$ cat config.mk
export PLATFORM = sky130hd
export DESIGN_NAME = divider_8x8
export DESIGN_NICKNAME = d
export VERILOG_FILES = /design/src/rtl/arith_pkg.sv /design/src/rtl/cond_subtractor.sv /design/src/rtl/divider_8x8.sv
export SDC_FILE = /design/constraint.sdc
export NUM_CORES = 1
export LEC_CHECK = 0
export BUFFER_PORTS_ARGS = -buffer_cell sky130_fd_sc_hd__buf_2
export CORE_MARGIN = 2
export CORE_UTILIZATION = 38
export DETAILED_ROUTE_END_ITERATION = 6
export GPL_ROUTABILITY_DRIVEN = 1
export MAX_ROUTING_LAYER = met4
export SYNTH_ARGS = -nofsm -noshare
export SYNTH_HDL_FRONTEND = slang
export SYNTH_SLANG_ARGS = --single-unit
$ cat constraint.sdc
create_clock -name clk -period 5.2 [get_ports clk]
set_input_delay 0.78 -clock clk [delete_from_list [all_inputs] [get_ports clk]]
set_output_delay 0.78 -clock clk [all_outputs]
set_load 0.01 [all_outputs]
$ cat src/rtl/arith_pkg.sv
// Shared definitions for the arithmetic datapath blocks.
//   DIV_WIDTH    : default operand width for the divider
//   div_state_e  : divider control states (S_IDLE, S_BUSY, S_DONE)
//   DBZ_FILL_BIT : bit replicated across the quotient on divide-by-zero
package arith_pkg;

  localparam int unsigned DIV_WIDTH = 8;

  typedef enum logic [1:0] {
    S_IDLE = 2'd0,
    S_BUSY = 2'd1,
    S_DONE = 2'd2
  } div_state_e;

  localparam bit DBZ_FILL_BIT = 1'b1;

endpackage

$ cat src/rtl/cond_subtractor.sv
// One restoring-division step.
// Shifts the next dividend bit into the partial remainder, subtracts the divisor,
// and keeps the difference only if it did not borrow.
//   i_rem      : current partial remainder (always < divisor)
//   i_q_msb    : next dividend bit shifted in (MSB of the quotient/dividend register)
//   i_divisor  : divisor
//   o_rem_next : next partial remainder
//   o_q_bit    : quotient bit for this step (inverted borrow)
module cond_subtractor #(
  parameter int unsigned WIDTH = 8
) (
  input  logic [WIDTH-1:0] i_rem,
  input  logic             i_q_msb,
  input  logic [WIDTH-1:0] i_divisor,
  output logic [WIDTH-1:0] o_rem_next,
  output logic             o_q_bit
);

  logic [WIDTH:0] w_diff;

  always_comb begin
    w_diff  = {i_rem, i_q_msb} - {1'b0, i_divisor};
    o_q_bit = ~w_diff[WIDTH];
    // Either choice is < divisor, so the top bit of the WIDTH+1 remainder is always
    // zero and only the low WIDTH bits are carried forward.
    o_rem_next = o_q_bit ? w_diff[WIDTH-1:0] : {i_rem[WIDTH-2:0], i_q_msb};
  end

endmodule

$ cat src/rtl/divider_8x8.sv
// Sequential restoring unsigned divider, one quotient bit per clock.
//   clk, rst             : clock, synchronous active-high reset
//   in_valid / in_ready  : operand handshake (dividend, divisor)
//   out_valid / out_ready: result handshake (quotient, remainder, div_by_zero)
// Divide-by-zero skips the iteration and returns all-ones quotient, remainder=dividend.
module divider_8x8
  import arith_pkg::*;
#(
  parameter int unsigned WIDTH = DIV_WIDTH
) (
  input  logic             clk,
  input  logic             rst,
  input  logic             in_valid,
  output logic             in_ready,
  input  logic [WIDTH-1:0] dividend,
  input  logic [WIDTH-1:0] divisor,
  output logic             out_valid,
  input  logic             out_ready,
  output logic [WIDTH-1:0] quotient,
  output logic [WIDTH-1:0] remainder,
  output logic             div_by_zero
);

  localparam int unsigned CntW = (WIDTH > 1) ? $clog2(WIDTH) : 1;

  div_state_e      r_state;
  logic [WIDTH-1:0] r_q;
  logic [WIDTH-1:0] r_d;
  logic [WIDTH-1:0] r_r;
  logic [CntW-1:0]  r_count;
  logic             r_in_ready;
  logic             r_out_valid;
  logic [WIDTH-1:0] r_quotient;
  logic [WIDTH-1:0] r_remainder;
  logic             r_dbz;

  logic [WIDTH-1:0] w_rem_next;
  logic             w_q_bit;
  logic [WIDTH-1:0] w_q_next;

  cond_subtractor #(
    .WIDTH (WIDTH)
  ) u_step (
    .i_rem      (r_r),
    .i_q_msb    (r_q[WIDTH-1]),
    .i_divisor  (r_d),
    .o_rem_next (w_rem_next),
    .o_q_bit    (w_q_bit)
  );

  // Dividend bits leave at the top while quotient bits enter at the bottom.
  assign w_q_next = {r_q[WIDTH-2:0], w_q_bit};

  always_ff @(posedge clk) begin
    if (rst) begin
      r_state     <= S_IDLE;
      r_q         <= '0;
      r_d         <= '0;
      r_r         <= '0;
      r_count     <= '0;
      r_in_ready  <= 1'b1;
      r_out_valid <= 1'b0;
      r_quotient  <= '0;
      r_remainder <= '0;
      r_dbz       <= 1'b0;
    end else begin
      unique case (r_state)
        S_IDLE: begin
          if (in_valid) begin
            r_q        <= dividend;
            r_d        <= divisor;
            r_r        <= '0;
            r_count    <= '0;
            r_in_ready <= 1'b0;
            if (divisor == '0) begin
              r_quotient  <= {WIDTH{DBZ_FILL_BIT}};
              r_remainder <= dividend;
              r_dbz       <= 1'b1;
              r_out_valid <= 1'b1;
              r_state     <= S_DONE;
            end else begin
              r_state <= S_BUSY;
            end
          end
        end
        S_BUSY: begin
          r_q     <= w_q_next;
          r_r     <= w_rem_next;
          r_count <= r_count + CntW'(1);
          if (r_count == CntW'(WIDTH - 1)) begin
            // Result registers are written only here so they stay stable between ops.
            r_quotient  <= w_q_next;
            r_remainder <= w_rem_next;
            r_dbz       <= 1'b0;
            r_out_valid <= 1'b1;
            r_state     <= S_DONE;
          end
        end
        S_DONE: begin
          if (out_ready) begin
            r_out_valid <= 1'b0;
            r_in_ready  <= 1'b1;
            r_state     <= S_IDLE;
          end
        end
        default: begin
          r_state <= S_IDLE;
        end
      endcase
    end
  end

  assign in_ready    = r_in_ready;
  assign out_valid   = r_out_valid;
  assign quotient    = r_quotient;
  assign remainder   = r_remainder;
  assign div_by_zero = r_dbz;

endmodule

==> results by group <==
STA
  • Worst-Margin Slew: 922 ps
  • RSZ-0062 raised after global routing: false
  • Fin crit period: 2890 ps
  • Crit share post-route: 55.6%
  • Relative slew margins: 38.6%
  • Setup violations, final: 0
  • TNS Setup: 0 ps
  • F_max: 346 MHz
  • Post-route clock skew: 5.13 ps
  • Final hold violations: 0
  • Final Max Tran Viols: 0

Routing
  • DRT iter0 DRCs: 112
  • DR WL/cell: 14.0 um
  • Drt pass-1 iters: 4
  • Via Count: 2,330
  • Via density: 5.41
  • Post-route DRC: 0
  • Antenna viol nets, final: 0
  • Final WL: 6030 um

Cells and area
  • P&R area growth vs syn: 12.7%
  • Sequential Area: 961 um2
  • FILL cells: 689
  • Final #Nets: 384
  • Inserted Diodes: 0
  • Final core utilization: 43.8%
  • Share of layout cells above drive strength 1: 17.4%
  • Area of the multi-input gates: 0.00148 mm2

Outcome
  • Status: finished clean

Clocking
  • Post-CTS setup buffers: 0
  • Clock root buffer: clkbuf_8
  • CTS tree: yes
  • Clock input transition at the sequential cells of the worst setup and hold paths: 90 ps
  • CTS resizes: 0
  • Number of buffers created by CTS: 5
  • Clock sink count: 48
  • Hold Buf Count CTS: 0
  • H-tree depth: 2
  • Worst skew pair latency: 300 ps
  • Longest Clk Path Bufs: 2

Critical path
  • Worst Setup SP: r_q[7]
  • Crit path capture type: flop
  • R2r setup slk: 2310 ps
  • Critical Path Fanout Max: 24
  • Worst Path Arrival: 3100 ps
  • Setup CP Type: flop to flop
  • Worst EP required: 5410 ps
  • Startpoint Class: flop
  • Reg2reg start: r_q[7]

Die
  • Area of the core: 0.00676 mm2
  • Die ar.: 0.00759 mm2
  • Die Y: 87.1 um
  • Die W: 87.1 um
  • Placement row count: 30
  • Initial Utilization: 38.9%
  • IO Count: 39

Yosys
  • Sequential share of the synthesized area: 36.6%
  • Syn_area_per_cell: 8.13 um2
  • Gate Count Post-Synth: 323
  • Largest cells by area after synthesis: dfxtp_1 37%, nand2_1 7.0%, ha_1 6.2%
  • Cell variety after synth: 51
  • Post-synth EDFFs: 0
  • Yosys top cell by area: dfxtp_1
  • Number of synthesized register bits: 48
  • Share of the synthesized area in the top cell type: 36.6%
  • Top cells by count, synth: 49 x nand2_1, 48 x dfxtp_1, 34 x nor2_1
  • Most common cell in the netlist: nand2_1
  • Mapped Nets: 357
  • Synthesized cell area: 0.00263 mm2
  • Synthesis Warnings: 0
  • Ys flop type: dfxtp_1
  • Async SR Flop Fraction: 0%

Global routing
  • Global route overflow: 0
  • Antenna violations before repair: 0
  • Total track usage: 17.2%
  • Vias in the first global route: 2,199
  • First-pass GRT wire length: 10,200 um
  • Largest net degree at the start of global routing: 52

Pwr
  • VDD IR max: 0.289 mV
  • Static leakage: 1.15 nW
  • Pwr/cell area: 556 mW/mm2

Hold path
  • Hold path startpoint: r_d[3]
  • Hold crit path type: flop to flop

Place
  • I/O Buffers: 38
  • GP Congestion: 0.761
  • Hpwl dp: 4370 um

Run
  • MaxCap Viol Count: 0
through the flow:
step / power (W) / setup slack, ps / hold slack, ps / std cells / cell area (um2)
detailed placement: 0.00137 / 2270 / 448 / 423 / 2840
CTS: 0.00166 / 2310 / 461 / 431 / 2960
global placement: 0.00136 / 2300 / 442 / 423 / 2840
global route: 0.00179 / 2150 / 484 / 431 / 2960
floorplan: 0.00120 / 2830 / 436 / 323 / 2630
finish: 0.00165 / 2310 / 458 / 431 / 2960
worst paths after layout:
path                  end  cells past startpoint
min                r_d[3]                      2
max          remainder[4]                     10
max reg2reg  remainder[4]                     10
min reg2reg        r_d[3]                      2
critical path, cell delays in order, from the launching register on:
cell and delay, ps:
dfxtp_1 350, inv_1 60, ha_1 170, inv_1 60
fa_1 440, a211oi_2 290, nor3_2 90, mux2i_2 210
nor2_4 470, mux2_2 420, a311oi_1 240
cell type report:
class / instances / area share (%)
Multi-Input combinational cell: 232 / 50.1
Sequential cell: 48 / 32.5
Inverter: 22 / 2.79
Clock buffer: 6 / 2.79
Clock inverter: 2 / 1.31
Tap cell: 80 / 3.38
Timing Repair Buffer: 41 / 7.19
where the power goes:
| group | switching [W] | total [W] | internal, W | leakage, nW |
|---|---|---|---|---|
| sequential | 0.0000615 | 0.000531 | 0.000470 | 0.394 |
| clock | 0.000128 | 0.000285 | 0.000157 | 0.0614 |
| combinational | 0.000520 | 0.000830 | 0.000310 | 0.697 |
kinds of logic after synthesis:
| group | after synthesis | synth area share, % |
|---|---|---|
| AO/OA/AOI/OAI | 75 | 20.8 |
| XOR/XNOR | 5 | 1.67 |
| adder cells (fa/ha/maj) | 14 | 6.96 |
| buffers and inverters | 43 | 6.96 |
| flip-flops | 48 | 36.6 |
| multiplexers | 10 | 4.14 |
| AND/OR/NAND/NOR | 128 | 22.9 |
sequential cells by signal, summed over array words and instances, names as in the netlist:
| register | count |
|---|---|
| div_by_zero | 1 |
| in_ready | 1 |
| out_valid | 1 |
| quotient | 8 |
| r_count | 3 |
| r_d | 8 |
| r_q | 8 |
| r_r | 8 |
| r_state | 2 |
| remainder | 8 |
layer usage:
layer / GRT usage [%] / up-vias / wire [um]
met5: - / - / 0
met4: 4.20 / 0 / 59
met3: 3.32 / 5 / 169
met2: 27.9 / 25 / 2900
met1: 22.2 / 1091 / 2900
li1: - / 1209 / -
cell usage in the layout, fill, tap and decap left out, types with 3 or more instances in the layout:
master,count
ha_1,13
clkbuf_8,6
mux2i_1,5
nand2_1,49
a211oi_1,4
mux2_2,4
a31oi_1,6
or3_1,7
a21oi_1,22
a311oi_1,17
nand3_1,7
or4_1,3
dfxtp_1,48
buf_2,38
xnor2_1,3
o21ai_0,5
inv_1,22
o21bai_1,4
nor2_1,34
buf_4,3
nand2b_1,8
nand4_1,7
Note: power is estimated with default switching activity, not from simulation.
